--- config.mk ---
export PLATFORM = sky130hd
export DESIGN_NAME = cfg_bus_writer_flat
export DESIGN_NICKNAME = d
export VERILOG_FILES = /design/src/rtl/cfg_bus_pkg.sv /design/src/rtl/cfg_bus_writer_if.sv /design/src/rtl/cfg_phase_timer.sv /design/src/rtl/cfg_bus_writer.sv /design/src/flat_wrapper.sv
export SDC_FILE = /design/constraint.sdc
export NUM_CORES = 1
export LEC_CHECK = 0
export CORE_ASPECT_RATIO = 1.25
export CORE_MARGIN = 4
export CORE_UTILIZATION = 48
export CTS_BUF_LIST = sky130_fd_sc_hd__clkbuf_4 sky130_fd_sc_hd__clkbuf_8 sky130_fd_sc_hd__clkbuf_16
export DETAILED_ROUTE_END_ITERATION = 8
export PLACE_DENSITY = 0.81
export SETUP_SLACK_MARGIN = 0.2
export SYNTH_ARGS = -nofsm -noshare
export SYNTH_HDL_FRONTEND = slang
export SYNTH_HIERARCHICAL = 1
export SYNTH_SLANG_ARGS = --single-unit
export TNS_END_PERCENT = 1
--- constraint.sdc ---
create_clock -name clk -period 2.6 [get_ports clk]
set_clock_uncertainty 0.15 [all_clocks]
set_input_delay 0.65 -clock clk [delete_from_list [all_inputs] [get_ports clk]]
set_output_delay 0.65 -clock clk [all_outputs]
set_load 0.1 [all_outputs]
--- src/rtl/cfg_bus_pkg.sv ---
// Shared definitions for the configuration GPIO bus writer: gpio word layout,
// FSM state encoding, the idle address default and small helpers.
package cfg_bus_pkg;

    localparam int ADDR_LSB = 0;
    localparam int DATA_LSB = 16;
    localparam int WCLK_BIT = 24;

    localparam logic [15:0] IDLE_ADDR_DEF = 16'hFFFF;

    typedef enum logic [1:0] {
        IDLE   = 2'd0,
        SETUP  = 2'd1,
        STROBE = 2'd2,
        GAP    = 2'd3
    } cfg_state_e;

    function automatic int max3(input int a, input int b, input int c);
        int m;
        m = (a > b) ? a : b;
        return (m > c) ? m : c;
    endfunction

    // Bits [31:25] are always zero on this bus.
    function automatic logic [31:0] gpio_word(input logic [15:0] addr,
                                              input logic [7:0]  data,
                                              input logic        wclk);
        logic [31:0] w;
        w = '0;
        w[ADDR_LSB +: 16] = addr;
        w[DATA_LSB +: 8]  = data;
        w[WCLK_BIT]       = wclk;
        return w;
    endfunction

endpackage

--- src/rtl/cfg_bus_writer_if.sv ---
// Request handshake and gpio bus bundle for cfg_bus_writer. The err signal
// exists only when CFG_BUS_WRITER_LEN_CHECK_EN is defined.
interface cfg_bus_writer_if #(
    parameter int MAX_BYTES = 4
);
    // req_valid/req_ready: a request transfers on every clock edge where both
    // are high; the requester holds req_* stable while req_valid is high and
    // req_ready is low. req_* are ignored while the writer is busy.
    logic                   req_valid;
    logic                   req_ready;
    logic [15:0]            req_addr;
    logic [8*MAX_BYTES-1:0] req_data;
    logic [4:0]             req_len;
    logic                   done;
    logic [31:0]            gpio_out;
`ifdef CFG_BUS_WRITER_LEN_CHECK_EN
    logic                   err;
`endif

    // master: the bus writer itself; slave: the upstream requester / observer.
    modport master (
        input  req_valid, req_addr, req_data, req_len,
        output req_ready, done, gpio_out
`ifdef CFG_BUS_WRITER_LEN_CHECK_EN
        , output err
`endif
    );

    modport slave (
        output req_valid, req_addr, req_data, req_len,
        input  req_ready, done, gpio_out
`ifdef CFG_BUS_WRITER_LEN_CHECK_EN
        , input err
`endif
    );

endinterface

--- src/rtl/cfg_phase_timer.sv ---
// Loadable down-counter with a zero flag; times the SETUP, STROBE and GAP
// phases of the bus writer.
module cfg_phase_timer #(
    parameter int W = 2
) (
    input  logic         clk,
    input  logic         rst,
    input  logic         load,
    input  logic [W-1:0] load_val,
    output logic         zero
);

    logic [W-1:0] cnt_q, cnt_d;

    always_comb begin
        cnt_d = cnt_q;
        if (load) begin
            cnt_d = load_val;
        end else if (cnt_q != '0) begin
            cnt_d = cnt_q - W'(1);
        end
    end

    always_ff @(posedge clk or negedge rst) begin
        if (!rst) begin
            cnt_q <= '0;
        end else begin
            cnt_q <= cnt_d;
        end
    end

    assign zero = (cnt_q == '0);

endmodule

--- src/rtl/cfg_bus_writer.sv ---
// Serialises write requests MSB-first onto the 32-bit configuration gpio bus
// as strobed byte writes. Optional length checking: CFG_BUS_WRITER_LEN_CHECK_EN.
module cfg_bus_writer
    import cfg_bus_pkg::*;
#(
    parameter int          MAX_BYTES  = 4,
    parameter int          SETUP_CYC  = 1,
    parameter int          STROBE_CYC = 2,
    parameter int          GAP_CYC    = 2,
    parameter logic [15:0] IDLE_ADDR  = IDLE_ADDR_DEF
) (
    input  logic              clk,
    input  logic              rst,
    cfg_bus_writer_if.master  bus,
    output cfg_state_e        state_dbg
);

    localparam int CNT_W  = $clog2(max3(SETUP_CYC, STROBE_CYC, GAP_CYC) + 1);
    localparam int IDX_W  = (MAX_BYTES > 1) ? $clog2(MAX_BYTES) : 1;
    localparam int DATA_W = 8 * MAX_BYTES;

    // Timer is loaded with N-1 so the zero flag marks the last cycle of a phase.
    localparam logic [CNT_W-1:0] SETUP_LD  = CNT_W'(SETUP_CYC - 1);
    localparam logic [CNT_W-1:0] STROBE_LD = CNT_W'(STROBE_CYC - 1);
    localparam logic [CNT_W-1:0] GAP_LD    = CNT_W'(GAP_CYC - 1);

    cfg_state_e        state_q, state_d;
    logic [15:0]       addr_q, addr_d;
    logic [DATA_W-1:0] data_q, data_d;
    logic [IDX_W-1:0]  idx_q, idx_d;
    logic [31:0]       gpio_q, gpio_d;
    logic              done_q, done_d;
    logic              ready_q, ready_d;
`ifdef CFG_BUS_WRITER_LEN_CHECK_EN
    logic              err_q, err_d;
`endif

    logic              tmr_load;
    logic [CNT_W-1:0]  tmr_val;
    logic              tmr_zero;

    logic [4:0]        eff_len;
    logic [4:0]        len_m1;
    logic              len_ok;
    logic [DATA_W-1:0] data_shift;
    logic [7:0]        byte_sel;

    cfg_phase_timer #(.W(CNT_W)) u_timer (
        .clk      (clk),
        .rst      (rst),
        .load     (tmr_load),
        .load_val (tmr_val),
        .zero     (tmr_zero)
    );

    always_comb begin
        state_d  = state_q;
        addr_d   = addr_q;
        data_d   = data_q;
        idx_d    = idx_q;
        done_d   = 1'b0;
        tmr_load = 1'b0;
        tmr_val  = '0;
`ifdef CFG_BUS_WRITER_LEN_CHECK_EN
        err_d    = 1'b0;
        eff_len  = bus.req_len;
        len_ok   = (bus.req_len != 5'd0) && (bus.req_len <= 5'(MAX_BYTES));
`else
        len_ok   = 1'b1;
        if (bus.req_len == 5'd0) begin
            eff_len = 5'd1;
        end else if (bus.req_len > 5'(MAX_BYTES)) begin
            eff_len = 5'(MAX_BYTES);
        end else begin
            eff_len = bus.req_len;
        end
`endif
        len_m1 = eff_len - 5'd1;

        case (state_q)
            IDLE: begin
                if (bus.req_valid && ready_q) begin
                    addr_d = bus.req_addr;
                    data_d = bus.req_data;
                    if (len_ok) begin
                        idx_d    = len_m1[IDX_W-1:0];
                        state_d  = SETUP;
                        tmr_load = 1'b1;
                        tmr_val  = SETUP_LD;
                    end
`ifdef CFG_BUS_WRITER_LEN_CHECK_EN
                    else begin
                        err_d = 1'b1;
                    end
`endif
                end
            end
            SETUP: begin
                if (tmr_zero) begin
                    state_d  = STROBE;
                    tmr_load = 1'b1;
                    tmr_val  = STROBE_LD;
                end
            end
            STROBE: begin
                if (tmr_zero) begin
                    state_d  = GAP;
                    tmr_load = 1'b1;
                    tmr_val  = GAP_LD;
                end
            end
            GAP: begin
                if (tmr_zero) begin
                    if (idx_q == '0) begin
                        state_d = IDLE;
                        done_d  = 1'b1;
                    end else begin
                        idx_d    = idx_q - IDX_W'(1);
                        state_d  = SETUP;
                        tmr_load = 1'b1;
                        tmr_val  = SETUP_LD;
                    end
                end
            end
            default: state_d = IDLE;
        endcase

        ready_d = (state_d == IDLE);

        // Outputs are computed from next-state values so the registered
        // gpio word lines up with the state it belongs to.
        data_shift = data_d >> {idx_d, 3'b000};
        byte_sel   = data_shift[7:0];
        if (state_d == IDLE) begin
            gpio_d = gpio_word(IDLE_ADDR, 8'h00, 1'b0);
        end else begin
            gpio_d = gpio_word(addr_d, byte_sel, state_d == STROBE);
        end
    end

    always_ff @(posedge clk or negedge rst) begin
        if (!rst) begin
            state_q <= IDLE;
            addr_q  <= '0;
            data_q  <= '0;
            idx_q   <= '0;
            gpio_q  <= gpio_word(IDLE_ADDR, 8'h00, 1'b0);
            done_q  <= 1'b0;
            ready_q <= 1'b1;
`ifdef CFG_BUS_WRITER_LEN_CHECK_EN
            err_q   <= 1'b0;
`endif
        end else begin
            state_q <= state_d;
            addr_q  <= addr_d;
            data_q  <= data_d;
            idx_q   <= idx_d;
            gpio_q  <= gpio_d;
            done_q  <= done_d;
            ready_q <= ready_d;
`ifdef CFG_BUS_WRITER_LEN_CHECK_EN
            err_q   <= err_d;
`endif
        end
    end

    assign bus.req_ready = ready_q;
    assign bus.done      = done_q;
    assign bus.gpio_out  = gpio_q;
`ifdef CFG_BUS_WRITER_LEN_CHECK_EN
    assign bus.err       = err_q;
`endif
    assign state_dbg     = state_q;

endmodule

--- src/flat_wrapper.sv ---
// flat-port wrapper written by rule: the top's interface ports become plain ports
module cfg_bus_writer_flat import cfg_bus_pkg::*;
#(
    parameter int          MAX_BYTES  = 4,
    parameter int          SETUP_CYC  = 1,
    parameter int          STROBE_CYC = 2,
    parameter int          GAP_CYC    = 2,
    parameter logic [15:0] IDLE_ADDR  = IDLE_ADDR_DEF
)
  (clk, rst, state_dbg, bus_req_valid, bus_req_addr, bus_req_data, bus_req_len, bus_req_ready, bus_done, bus_gpio_out);
  cfg_bus_writer_if #(.MAX_BYTES(MAX_BYTES)) bus_i ();
  input  logic clk;
  input  logic rst;
  output cfg_state_e state_dbg;
  input wire logic [$bits(bus_i.req_valid)-1:0] bus_req_valid;
  input wire logic [$bits(bus_i.req_addr)-1:0] bus_req_addr;
  input wire logic [$bits(bus_i.req_data)-1:0] bus_req_data;
  input wire logic [$bits(bus_i.req_len)-1:0] bus_req_len;
  output wire logic [$bits(bus_i.req_ready)-1:0] bus_req_ready;
  output wire logic [$bits(bus_i.done)-1:0] bus_done;
  output wire logic [$bits(bus_i.gpio_out)-1:0] bus_gpio_out;
  assign bus_i.req_valid = bus_req_valid;
  assign bus_i.req_addr = bus_req_addr;
  assign bus_i.req_data = bus_req_data;
  assign bus_i.req_len = bus_req_len;
  assign bus_req_ready = bus_i.req_ready;
  assign bus_done = bus_i.done;
  assign bus_gpio_out = bus_i.gpio_out;
  cfg_bus_writer #(.MAX_BYTES(MAX_BYTES), .SETUP_CYC(SETUP_CYC), .STROBE_CYC(STROBE_CYC), .GAP_CYC(GAP_CYC), .IDLE_ADDR(IDLE_ADDR)) u_core (.clk(clk), .rst(rst), .bus(bus_i), .state_dbg(state_dbg));
endmodule
==> impl_metrics.env, run 1 <==
export IMPL_outcome="completed"
export IMPL_numCtsBuffers=9
export IMPL_horizontal_die_dimension_um=84.3
export IMPL_initial_core_util_pct=49.7
export IMPL_yosysMostFrequentCell="sky130_fd_sc_hd__dfrtp_1"
export IMPL_ys_warn_count=6
export IMPL_post_route_min_period_ns=2.41
export IMPL_pin_count=92
export IMPL_dieArea_um2=8700
export IMPL_worst_r2r_path_depth=8
export IMPL_worst_setup_path_end_kind="register"
export IMPL_fillers=537
export IMPL_die_h_um=103
export IMPL_root_buffer="sky130_fd_sc_hd__clkbuf_8"
export IMPL_post_synth_instance_area_um2=3490
export IMPL_worstReg2RegStart="u_core/state_dbg[0]$_DFF_PN0_"
export IMPL_detail_route_drc_violations=0
export IMPL_synth_flop_cell="sky130_fd_sc_hd__dfrtp_1"
export IMPL_timing_critical_path_fanout_max=13
export IMPL_areaGrowthSynthToFinish_pct=36.6
export IMPL_ys_types=40
export IMPL_ant_nets=0
export IMPL_fin_crit_sh_pct=92.6
export IMPL_yosys_top_cells_count="sky130_fd_sc_hd__dfrtp_1 (64), sky130_fd_sc_hd__mux2_2 (56), sky130_fd_sc_hd__or3_1 (18)"
export IMPL_global_route_wire_length_before_repair_um=12200
export IMPL_wirelength_um=7260
export IMPL_post_synth_top_area_cell="sky130_fd_sc_hd__dfrtp_1"
export IMPL_drt_iter0_drc=84
export IMPL_rr_endpoint="u_core/bus.gpio_out[18]$_DFF_PN0_"
export IMPL_timing_reg2reg_setup_slack_ns=0.22
export IMPL_syn_mean_instance_area_um2=14.1
export IMPL_port_buffers=84
export IMPL_setup_total_negative_slack_ns=0
export IMPL_required_ns=2.68
export IMPL_buffer_depth_of_the_longest_clock_path=2
export IMPL_detailed_place_hpwl_um=5100
export IMPL_synth_ff_latch_count=81
export IMPL_grt_start_max_net_pins=48
export IMPL_post_drt_wl_per_cell_um=16.4
export IMPL_number_of_synthesized_flops_with_an_enable_pin=0
export IMPL_clock_tree_sinks=81
export IMPL_cp_data_arrival_time_ns=2.49
export IMPL_netlist_area_leader_share_pct=45.9
export IMPL_clock_latency_ns=0.34
export IMPL_placeableCoreArea_um2=7020
export IMPL_routabilityCongestion=0.786
export IMPL_nets=408
export IMPL_cts_htree_levels=3
export IMPL_global_route_usage_total_pct=18.0
export IMPL_clk_pin_slew_worst_paths_ns=0.09
export IMPL_grt_antenna_before_repair=0
export IMPL_hold_viol=0
export IMPL_max_freq_mhz=416
export IMPL_ys_async_sr_fraction_pct=100
export IMPL_cts_hold_repair_buffers=0
export IMPL_globalRoute_totalOverflow=0
export IMPL_layout_cells_sized_above_1_pct=45.7
export IMPL_grt_pass1_vias=2484
export IMPL_tritoncts="yes"
export IMPL_worst_setup_path_start_kind="input port"
export IMPL_dr_total_vias=2217
export IMPL_worstHoldPathType="in2async"
export IMPL_placed_cells_incl_taps=420
export IMPL_report_final_slew_viol_count=0
export IMPL_final_setup_viol_count=0
export IMPL_antennaDiodeCount=0
export IMPL_drt_first_pass_iters=4
export IMPL_rows=34
export IMPL_utilization_pct=67.9
export IMPL_synthCells=247
export IMPL_post_synth_main_area_contributors="sky130_fd_sc_hd__dfrtp_1 (46%), sky130_fd_sc_hd__mux2_2 (18%), sky130_fd_sc_hd__dfstp_2 (13%)"
export IMPL_timing_max_cap_violations=0
export IMPL_crit_type="in2reg"
export IMPL_setup_repair_after_global_routing_missed_its_margin="true"
export IMPL_synth_seq_area_share_pct=58.7
export IMPL_routed_via_density=5.02
export IMPL_final_cells=442
## routing by layer
| metal | global-route usage (%) | share of wire [%] |
|---|---|---|
| met5 | 0 | 0 |
| met4 | 6.68 | 1.3 |
| met3 | 7.37 | 6.9 |
| met2 | 31.0 | 53 |
| met1 | 20.3 | 39 |
## critical path, cell delays in order
cell and delay (ns):
sky130_fd_sc_hd__clkdlybuf4s50_1 0.49, sky130_fd_sc_hd__inv_1 0.08, sky130_fd_sc_hd__a2111oi_4 0.36, sky130_fd_sc_hd__o32ai_4 0.13, sky130_fd_sc_hd__buf_12 0.17, sky130_fd_sc_hd__buf_4 0.14, sky130_fd_sc_hd__mux2_4 0.28, sky130_fd_sc_hd__a22o_1 0.17
## registers in the layout, summed over array words and instances (netlist names)
register              flops
u_core/data_q            32
u_core/bus.gpio_out      25
u_core/addr_q            16
u_core/idx_q              2
u_core/state_dbg          2
u_core/u_timer/cnt_q      2
u_core/bus.done           1
u_core/bus.req_ready      1
## how the worst max path moves through the flow
stage / startpoint / end / slack [ns] / cells past startpoint
2_1_floorplan: u_core/state_dbg[0]$_DFF_PN0_ / u_core/bus.gpio_out[16]$_DFF_PN0_ / 0.09 / 9
3_3_place_gp: bus_req_len[0] / u_core/bus.gpio_out[17]$_DFF_PN0_ / -0.39 / 6
3_5_place_dp: bus_req_len[0] / u_core/bus.gpio_out[17]$_DFF_PN0_ / -0.47 / 6
4_1_cts: bus_req_len[0] / u_core/bus.gpio_out[20]$_DFF_PN0_ / 0.19 / 8
5_1_grt: u_core/state_dbg[0]$_DFF_PN0_ / u_core/bus.gpio_out[16]$_DFF_PN0_ / 0.12 / 9
6_report: bus_req_len[0] / u_core/bus.gpio_out[18]$_DFF_PN0_ / 0.19 / 8
## cells in the final DEF (no fill, tap or decap), types with 2 or more instances in the layout
| cell | n |
|---|---|
| sky130_fd_sc_hd__dfrtp_1 | 62 |
| sky130_fd_sc_hd__mux2_2 | 56 |
| sky130_fd_sc_hd__clkdlybuf4s50_1 | 53 |
| sky130_fd_sc_hd__buf_4 | 40 |
| sky130_fd_sc_hd__or3_1 | 18 |
| sky130_fd_sc_hd__dfstp_2 | 17 |
| sky130_fd_sc_hd__clkbuf_8 | 12 |
| sky130_fd_sc_hd__inv_1 | 8 |
| sky130_fd_sc_hd__conb_1 | 8 |
| sky130_fd_sc_hd__mux2_4 | 7 |
| sky130_fd_sc_hd__a22o_1 | 7 |
| sky130_fd_sc_hd__nand2_1 | 6 |
| sky130_fd_sc_hd__buf_12 | 5 |
| sky130_fd_sc_hd__o21ai_0 | 4 |
| sky130_fd_sc_hd__nor2_1 | 4 |
| sky130_fd_sc_hd__ha_1 | 3 |
| sky130_fd_sc_hd__inv_4 | 2 |
| sky130_fd_sc_hd__a31oi_1 | 2 |
| sky130_fd_sc_hd__nand2b_1 | 2 |
| sky130_fd_sc_hd__nor3_1 | 2 |
| sky130_fd_sc_hd__and2_1 | 2 |
| sky130_fd_sc_hd__dfrtp_4 | 2 |
## layout make-up
cell class	count	area, um^2	share of cell area [%]
Multi-Input combinational cell	145	1410	29.6
Timing Repair Buffer	100	951	20.0
Sequential cell	81	2060	43.1
Clock buffer	13	173	3.62
Tap cell	90	113	2.36
Inverter	10	42.5	0.893
Clock inverter	3	21.3	0.446
## kinds of logic (layout without fill, tap and decap cells)
| group | count (synthesis) | count (layout) | synth area share [%] |
|---|---|---|---|
| DFF | 81 | 81 | 58.7 |
| muxes | 63 | 63 | 21.1 |
| and+or+nand+nor | 44 | 44 | 7.93 |
| buffers and inverters | 28 | 126 | 4.41 |
| AOI/OAI and AO/OA | 24 | 24 | 5.70 |
| adders and majority gates | 5 | 5 | 1.79 |
| other | 1 | 8 | 0.108 |
| xor gates and xnor gates | 1 | 1 | 0.251 |
## metrics by stage
| step | setup WS, ns | cell area, um^2 | hold WS [ns] |
|---|---|---|---|
| detailed placement | -0.469 | 4450 | 0.327 |
| floorplan | 0.0882 | 3570 | 0.204 |
| global placement | -0.387 | 4450 | 0.323 |
| global route | 0.123 | 4760 | 0.104 |
| CTS | 0.192 | 4730 | 0.0948 |
| finish | 0.193 | 4760 | 0.107 |
## what timing repair did
| item | 4_1_cts | 5_1_grt |
|---|---|---|
| pin swaps | 3 | 4 |
| resized for setup | 5 | 6 |
| buffers inserted | 6 | 0 |
| endpoints found under the setup margin | 8 | 8 |
Power of run 1 is not shown: default switching activity piles up to over one toggle a cycle in this logic, so the estimate is an artifact.
==> run 2, diff against run 1 <==
--- a/config.mk
+++ b/config.mk
@@ -5,6 +5,7 @@
 export SDC_FILE = /design/constraint.sdc
 export NUM_CORES = 1
 export LEC_CHECK = 0
+export CAP_MARGIN = 20
 export CORE_ASPECT_RATIO = 1.25
 export CORE_MARGIN = 4
 export CORE_UTILIZATION = 48
==> constraint.sdc (replaced) <==
create_clock -name clk -period 2.42 [get_ports clk]
set_clock_uncertainty 0.15 [all_clocks]
set_input_delay 0.605 -clock clk [delete_from_list [all_inputs] [get_ports clk]]
set_output_delay 0.605 -clock clk [all_outputs]
set_load 0.1 [all_outputs]
==> run 2 against run 1 <==
Net effect:
- clock-buffer cell count down 2
- register-to-register slack worse by 0.14 ns
- critical endpoint is now u_core/bus.gpio_out[22]$_DFF_PN0_
- design area up 4.6%
==> impl_metrics.env, run 2 (synthesis gave the netlist of run 1 again) <==
export IMPL_clock_tree_sinks=81
export IMPL_cp_data_arrival_time_ns=2.48
export IMPL_rows=34
export IMPL_layout_commonest_cell="sky130_fd_sc_hd__dfrtp_1"
export IMPL_timing_critical_path_fanout_max=7
export IMPL_detailed_place_hpwl_um=5280
export IMPL_final_setup_viol_count=0
export IMPL_initial_core_util_pct=49.7
export IMPL_timing_critical_path_cells="inv_4 -> ha_4 -> nand3_4 -> buf_6 -> or3_4 -> and3_4 -> buf_6 -> nor3_4 -> a22o_1"
export IMPL_drt_iter0_drc=77
export IMPL_crit_top_cell="sky130_fd_sc_hd__buf_6"
export IMPL_antennaDiodeCount=0
export IMPL_post_drt_wl_per_cell_um=16.6
export IMPL_globalRoute_totalOverflow=0
export IMPL_dr_total_vias=2277
export IMPL_placed_cells_incl_taps=430
export IMPL_root_buffer="sky130_fd_sc_hd__clkbuf_8"
export IMPL_layout_cells_sized_above_1_pct=48.1
export IMPL_critPathTopFamily="simple AND/OR/NAND/NOR gates"
export IMPL_hold_viol=0
export IMPL_grt_start_max_net_pins=37
export IMPL_areaGrowthSynthToFinish_pct=42.9
export IMPL_clock_latency_ns=0.34
export IMPL_die_h_um=103
export IMPL_grt_pass1_vias=2457
export IMPL_max_freq_mhz=427
export IMPL_routed_via_density=5.02
export IMPL_timing_critical_path_slowest_cell_delay_ns=0.52
export IMPL_setup_repair_after_global_routing_missed_its_margin="true"
export IMPL_post_route_min_period_ns=2.34
export IMPL_max_flop_register="u_core/data_q"
export IMPL_worst_setup_path_end_kind="register"
export IMPL_worstHoldPathType="in2async"
export IMPL_crit_path_top_delay_cell="sky130_fd_sc_hd__dfrtp_4"
export IMPL_worstPathBufferInverterCount=3
export IMPL_dieArea_um2=8700
export IMPL_placeableCoreArea_um2=7020
export IMPL_timing_max_cap_violations=0
export IMPL_nets=420
export IMPL_drt_first_pass_iters=4
export IMPL_numCtsBuffers=9
export IMPL_clk_pin_slew_worst_paths_ns=0.08
export IMPL_worst_setup_path_start_kind="register"
export IMPL_port_buffers=84
export IMPL_fin_crit_sh_pct=96.8
export IMPL_ant_nets=0
export IMPL_global_route_usage_total_pct=18.4
export IMPL_global_route_wire_length_before_repair_um=12300
export IMPL_hold_worst_slack_ns=0.00871
export IMPL_routabilityCongestion=0.860
export IMPL_wirelength_um=7520
export IMPL_detail_route_drc_violations=0
export IMPL_outcome="completed"
export IMPL_final_cells=454
export IMPL_buffer_depth_of_the_longest_clock_path=2
export IMPL_final_cell_mix="sky130_fd_sc_hd__dfrtp_1 (62), sky130_fd_sc_hd__mux2_2 (56), sky130_fd_sc_hd__clkdlybuf4s50_1 (52), sky130_fd_sc_hd__buf_4 (41)"
export IMPL_cts_htree_levels=3
export IMPL_tritoncts="yes"
export IMPL_pin_count=92
export IMPL_grt_antenna_before_repair=0
export IMPL_horizontal_die_dimension_um=84.3
export IMPL_crit_type="reg2reg"
export IMPL_largest_register_ffs=32
export IMPL_required_ns=2.55
export IMPL_report_final_slew_viol_count=0
run 2: cell count changes in the layout (fill, tap and decap cells not counted), moves of 2 or more:
cell                       delta
sky130_fd_sc_hd__buf_12       +8
sky130_fd_sc_hd__buf_6        +3
sky130_fd_sc_hd__clkbuf_8     -2
sky130_fd_sc_hd__clkinv_2     +2
run 2: final timing paths:
check / startpoint / to / slack, ns / cells past startpoint
worst max-delay path: u_core/state_dbg[1]$_DFF_PN0_ / u_core/bus.gpio_out[22]$_DFF_PN0_ / 0.08 / 9
worst min-delay path: rst / u_core/addr_q[14]$_DFF_PN0_ / 0.009 / 1
worst min register to register: u_core/addr_q[6]$_DFF_PN0_ / u_core/addr_q[6]$_DFF_PN0_ / 0.34 / 1
worst max register to register: u_core/state_dbg[1]$_DFF_PN0_ / u_core/bus.gpio_out[22]$_DFF_PN0_ / 0.08 / 9
min in group clk: u_core/addr_q[6]$_DFF_PN0_ / u_core/addr_q[6]$_DFF_PN0_ / 0.34 / 1
max in group asynchronous: rst / u_core/bus.gpio_out[20]$_DFF_PN0_ / 1.53 / 2
run 2: repair_timing:
item                                    CTS  global route
resized for setup                        12             9
hold buffers                              0             0
pin swaps                                 5             6
endpoints found under the setup margin   24            24
setup buffers                             8             0
run 2: area by class of cell:
cell class | count | area [um^2]
tap | 90 | 113
inverter | 10 | 42.5
clock inverter | 5 | 31.3
sequential | 81 | 2060
clock buffer | 11 | 145
timing repair buffer | 112 | 1150
fill | 482 | 2030
multi-input combinational | 145 | 1440
run 2: stage by stage:
step / setup WS (ns) / setup TNS [ns] / area [um^2] / utilization, %
final: 0.0763 / 0 / 4990 / 71.0
after global routing: -0.00252 / -0.00457 / 4990 / 71.0
after CTS: 0.0826 / 0 / 4940 / 70.4
after detailed placement: -0.675 / -7.93 / 4620 / 65.8
after global placement: -0.585 / -6.65 / 4620 / 65.8
after floorplan: -0.0918 / -0.822 / 3570 / -
run 2: per-layer routing:
layer / up-vias / track usage (%) / wire (um)
met4: 0 / 8.91 / 196
met2: 65 / 29.8 / 3790
li1: 1081 / - / -
met1: 1116 / 22.3 / 3080
met3: 15 / 6.02 / 449
met5: - / 0 / 0
Power of run 2 is left out for the same reason.
==> run 3, diff against run 2 <==
--- a/config.mk
+++ b/config.mk
@@ -8,10 +8,10 @@
 export CAP_MARGIN = 20
 export CORE_ASPECT_RATIO = 1.25
 export CORE_MARGIN = 4
-export CORE_UTILIZATION = 48
+export CORE_UTILIZATION = 32
 export CTS_BUF_LIST = sky130_fd_sc_hd__clkbuf_4 sky130_fd_sc_hd__clkbuf_8 sky130_fd_sc_hd__clkbuf_16
 export DETAILED_ROUTE_END_ITERATION = 8
-export PLACE_DENSITY = 0.81
+export PLACE_DENSITY = 0.59
 export SETUP_SLACK_MARGIN = 0.2
 export SYNTH_ARGS = -nofsm -noshare
 export SYNTH_HDL_FRONTEND = slang
==> run 3 against run 2 <==
Net effect:
- worst setup slack improved by 0.029 ns
- global-route usage down 5.5 points
- final cell count up 11%
- clock-buffer cell count fell by 1
- critical path type unchanged
- largest cell class unchanged
- highest routed layer unchanged
==> impl_metrics.env, run 3 (synthesis gave the netlist of run 1 again) <==
export IMPL_outcome="completed"
export IMPL_wirelength_um=7590
export IMPL_post_route_min_period_ns=2.31
export IMPL_dr_total_vias=2270
export IMPL_worst_setup_path_start_kind="register"
export IMPL_routabilityCongestion=0.731
export IMPL_dpl_worst_slack_ns=-0.613
export IMPL_root_buffer="sky130_fd_sc_hd__clkbuf_16"
export IMPL_areaGrowthSynthToFinish_pct=49.6
export IMPL_buffer_depth_of_the_longest_clock_path=2
export IMPL_max_freq_mhz=432
export IMPL_crit_path_top_delay_cell="sky130_fd_sc_hd__dfrtp_4"
export IMPL_die_h_um=125
export IMPL_dieArea_um2=12600
export IMPL_grt_antenna_before_repair=1
export IMPL_cts_htree_levels=3
export IMPL_clk_pin_slew_worst_paths_ns=0.06
export IMPL_worst_r2r_path_depth=10
export IMPL_hold_viol=0
export IMPL_drt_first_pass_iters=4
export IMPL_utilization_pct=49.2
export IMPL_numCtsBuffers=9
export IMPL_report_final_slew_viol_count=0
export IMPL_rows=42
export IMPL_final_setup_viol_count=0
export IMPL_setup_total_negative_slack_ns=0
export IMPL_routed_via_density=4.51
export IMPL_globalRoute_totalOverflow=0
export IMPL_timing_critical_path_cells="buf_4 -> ha_2 -> buf_4 -> inv_2 -> a31oi_4 -> nor4_4 -> buf_4 -> nor3_2 -> buf_4 -> a22o_1"
export IMPL_worstHoldPathType="in2async"
export IMPL_placeableCoreArea_um2=10600
export IMPL_worstSetupPathDepth=10
export IMPL_postLayoutCellArea_um2=5220
export IMPL_drt_iter0_drc=61
export IMPL_tritoncts="yes"
export IMPL_setup_repair_after_global_routing_missed_its_margin="true"
export IMPL_worstPathBufferInverterCount=5
export IMPL_cts_hold_repair_buffers=0
export IMPL_horizontal_die_dimension_um=101
export IMPL_required_ns=2.49
export IMPL_clock_latency_ns=0.33
export IMPL_fillers=931
export IMPL_timing_critical_path_slowest_cell_delay_ns=0.50
export IMPL_max_flop_register="u_core/data_q"
export IMPL_nets=426
export IMPL_initial_core_util_pct=32.9
export IMPL_grt_pass1_vias=2532
export IMPL_placedInstanceArea_um2=4700
export IMPL_layout_cells_sized_above_1_pct=49.5
export IMPL_cp_data_arrival_time_ns=2.38
export IMPL_detailed_place_hpwl_um=5470
export IMPL_final_cell_mix="sky130_fd_sc_hd__dfrtp_1 (62), sky130_fd_sc_hd__mux2_2 (56), sky130_fd_sc_hd__clkdlybuf4s50_1 (53), sky130_fd_sc_hd__buf_4 (47), sky130_fd_sc_hd__or3_1 (18)"
export IMPL_global_route_usage_total_pct=12.9
export IMPL_detail_route_drc_violations=0
export IMPL_timing_final_ws_setup_ns=0.105
export IMPL_post_drt_wl_per_cell_um=15.1
export IMPL_port_buffers=84
export IMPL_grt_start_max_net_pins=36
export IMPL_global_route_wire_length_before_repair_um=12600
export IMPL_critPathTopFamily="buffers and inverters"
export IMPL_crit_top_cell="sky130_fd_sc_hd__buf_4"
export IMPL_timing_max_cap_violations=0
export IMPL_worst_setup_path_end_kind="register"
export IMPL_largest_register_ffs=32
export IMPL_fin_crit_sh_pct=95.7
export IMPL_pin_count=92
export IMPL_timing_critical_path_fanout_max=7
export IMPL_layout_commonest_cell="sky130_fd_sc_hd__dfrtp_1"
export IMPL_crit_type="reg2reg"
export IMPL_clock_tree_sinks=81
export IMPL_ant_nets=0
-- run 3: worst paths after layout --
check | from | endpoint | slack (ns)
setup / recovery | u_core/state_dbg[1]$_DFF_PN0_ | u_core/bus.gpio_out[22]$_DFF_PN0_ | 0.11
hold / removal | rst | u_core/addr_q[6]$_DFF_PN0_ | 0.05
setup reg to reg | u_core/state_dbg[1]$_DFF_PN0_ | u_core/bus.gpio_out[22]$_DFF_PN0_ | 0.11
hold reg to reg | u_core/addr_q[15]$_DFF_PN0_ | u_core/addr_q[15]$_DFF_PN0_ | 0.34
max in group asynchronous | rst | u_core/bus.gpio_out[3]$_DFF_PN1_ | 1.42
min in group clk | u_core/addr_q[15]$_DFF_PN0_ | u_core/addr_q[15]$_DFF_PN0_ | 0.34
-- run 3: cell type report --
class                   count  area [um^2]  share of cell area (%)
well taps                 132          165                    3.17
repair buffers            118         1190                    22.8
inverters                  10         42.5                   0.815
multi-input cells         145         1460                    28.0
clock buffers              10          239                    4.58
clock inverters             6         65.1                    1.25
flip-flops and latches     81         2060                    39.4
diodes                      1         2.50                  0.0480
-- run 3: routing by layer --
layer	GRT usage [%]	share of wire, %	up-vias
li1	-	-	1098
met1	15.7	42	1102
met2	20.3	49	55
met3	4.48	5.9	15
met4	5.63	2.5	0
met5	0	0	-
-- run 3: what timing repair did --
item	in CTS	in global routing
gates resized for setup	22	0
setup buffers	8	2
pin swaps	9	4
endpoints found under the setup margin	25	24
-- run 3: through the flow --
| stage | hold WS, ns | cells |
|---|---|---|
| after floorplan | 0.159 | 254 |
| after global placement | 0.324 | 476 |
| after detailed placement | 0.327 | 476 |
| after CTS | 0.0455 | 500 |
| after global routing | 0.0621 | 503 |
| final | 0.0455 | 503 |
Power of run 3 is left out for the same reason.
==> RTL change, RTL diff (flow settings as in run 3) <==
`STROBE_CYC` is set to 2 in 2 places; all go to 4.
--- a/src/rtl/cfg_bus_writer.sv
+++ b/src/rtl/cfg_bus_writer.sv
@@ -7,3 +7,3 @@
     parameter int          SETUP_CYC  = 1,
-    parameter int          STROBE_CYC = 2,
+    parameter int          STROBE_CYC = 4,
     parameter int          GAP_CYC    = 2,
--- a/src/flat_wrapper.sv
+++ b/src/flat_wrapper.sv
@@ -5,3 +5,3 @@
     parameter int          SETUP_CYC  = 1,
-    parameter int          STROBE_CYC = 2,
+    parameter int          STROBE_CYC = 4,
     parameter int          GAP_CYC    = 2,
Behaviour: not the same (a bounded check fails within 10 cycles, from zero or initial values and one cycle with rst low).
==> RTL change against run 3 <==
Routed wire length down 1.5%. Sequential cell count up 1. Global-route usage decreased by 0.75 points. Count of clock-buffer cells in the layout grew 1. Final area down 0.94%. Sequential share of layout area is 0.93 points higher. Area after synthesis grew 1.1%. Worst setup slack improved by 0.040 ns. Critical path type unchanged. Critical endpoint is now u_core/bus.gpio_out[20].
Power is not shown: default switching activity piles up to over one toggle a cycle in this logic, so the estimate is an artifact.
==> RTL change: results (changes against run 3) <==
Reg2Reg Setup Slack -> 0.15 ns (+0.04 ns)
met2 Track Usage GR -> 19.8% (-0.54 points)
critical path arrival -> 2.34 ns (-0.04 ns)
Area contributors post-synth -> dfrtp_1 46%, mux2_2 18%, dfstp_2 13%
highest net fanout along the worst path -> 8 (+1)
Post-DP HPWL -> 5460 um (-0.20%)
Min Hold Slack -> 0.0770 ns (+0.0315 ns)
fraction of area in registers -> 40.3% (+0.93 points)
initial antenna violation count -> 0 (-1)
antenna fix cells -> 0 (-1)
Post-Route WL -> 7480 um (-1.5%)
Inst Count DP -> 471 (-1.1%)
WL met1 -> 3110 um (-3.0%)
Syn Area/Cell -> 14.4 um^2 (+1.9%)
Final nets -> 422 (-0.94%)
top post-synthesis cells by count -> 65 x dfrtp_1, 55 x mux2_2, 17 x dfstp_2
reg2reg path depth -> 11 (+1)
CP Capture Point -> u_core/bus.gpio_out[20]
CP delay by family, top -> simple AND/OR/NAND/NOR gates
Adder-Cell Fraction of Synth Area -> 2.13% (+0.34 points)
Met2 Wirelength -> 3600 um (-4.1%)
detailed-route via count -> 2256 (-0.62%)
inverters -> 11 (+1)
clk cell area share -> 6.08% (+0.25 points)
largest net degree at the start of global routing -> 37 (+2.8%)
vias in the first global route -> 2508 (-0.95%)
max incr delay on CP -> 0.42 ns (-0.08 ns)
Global Route met1 Usage -> 14.4% (-1.3 points)
status -> finished, final reports clean
slowest stage cell, crit path -> or4_4
# clk buffers -> 11 (+1)
DR vias/cell -> 4.54 (+0.58%)
Non-clock buffers -> 112 (-5.1%)
DRT iter0 DRCs -> 46 (-25%)
M3 GR Usage -> 3.96% (-0.53 points)
fillers -> 961 (+3.2%)
multi-input gates -> 144 (-0.69%)
#FFs+latches synth -> 82 (+1.2%)
buffer share of cell area -> 20.9% (-1.9 points)
routability cong. -> 0.743 (+1.7%)
met3 wire len -> 624 um (+39%)
fraction of synthesized area in multiplexers -> 20.3% (-0.83 points)
layout cells sized above 1 -> 48.5% (-0.97 points)
post-synthesis xor/xnor area fraction -> 0% (-0.25 points)
RTL change: cell types whose count changed after synthesis, moves of 3 or more:
cell / before / now
nand2_1: 6 / 2
o2bb2ai_1: 0 / 8
a22o_1: 7 / 0
nor2b_1: 0 / 5
mux2i_1: 0 / 8
or3_1: 18 / 1
or2b_1: 1 / 6
nand2b_1: 2 / 13
clkbuf_1: 3 / 0
mux2_4: 7 / 1
RTL change: per-stage QoR:
stage | area (um^2) | util, % | setup WS [ns] | TNS, ns
finish | 5170 | 48.5 | 0.145 | 0
global route | 5170 | 48.5 | 0.0541 | 0
CTS | 5070 | 47.5 | 0.205 | 0
detailed placement | 4670 | 43.7 | -0.332 | -5.01
global placement | 4670 | 43.7 | -0.285 | -4.29
floorplan | 3630 | - | 0.0705 | 0
RTL change: timing repair:
action | CTS | global route
pin swaps | 5 | 3
buffers inserted | 4 | 6
hold buffers | 0 | 0
endpoints found under the setup margin | 15 | 15
hold endpoints to repair | 0 | 0
resized for setup | 12 | 8
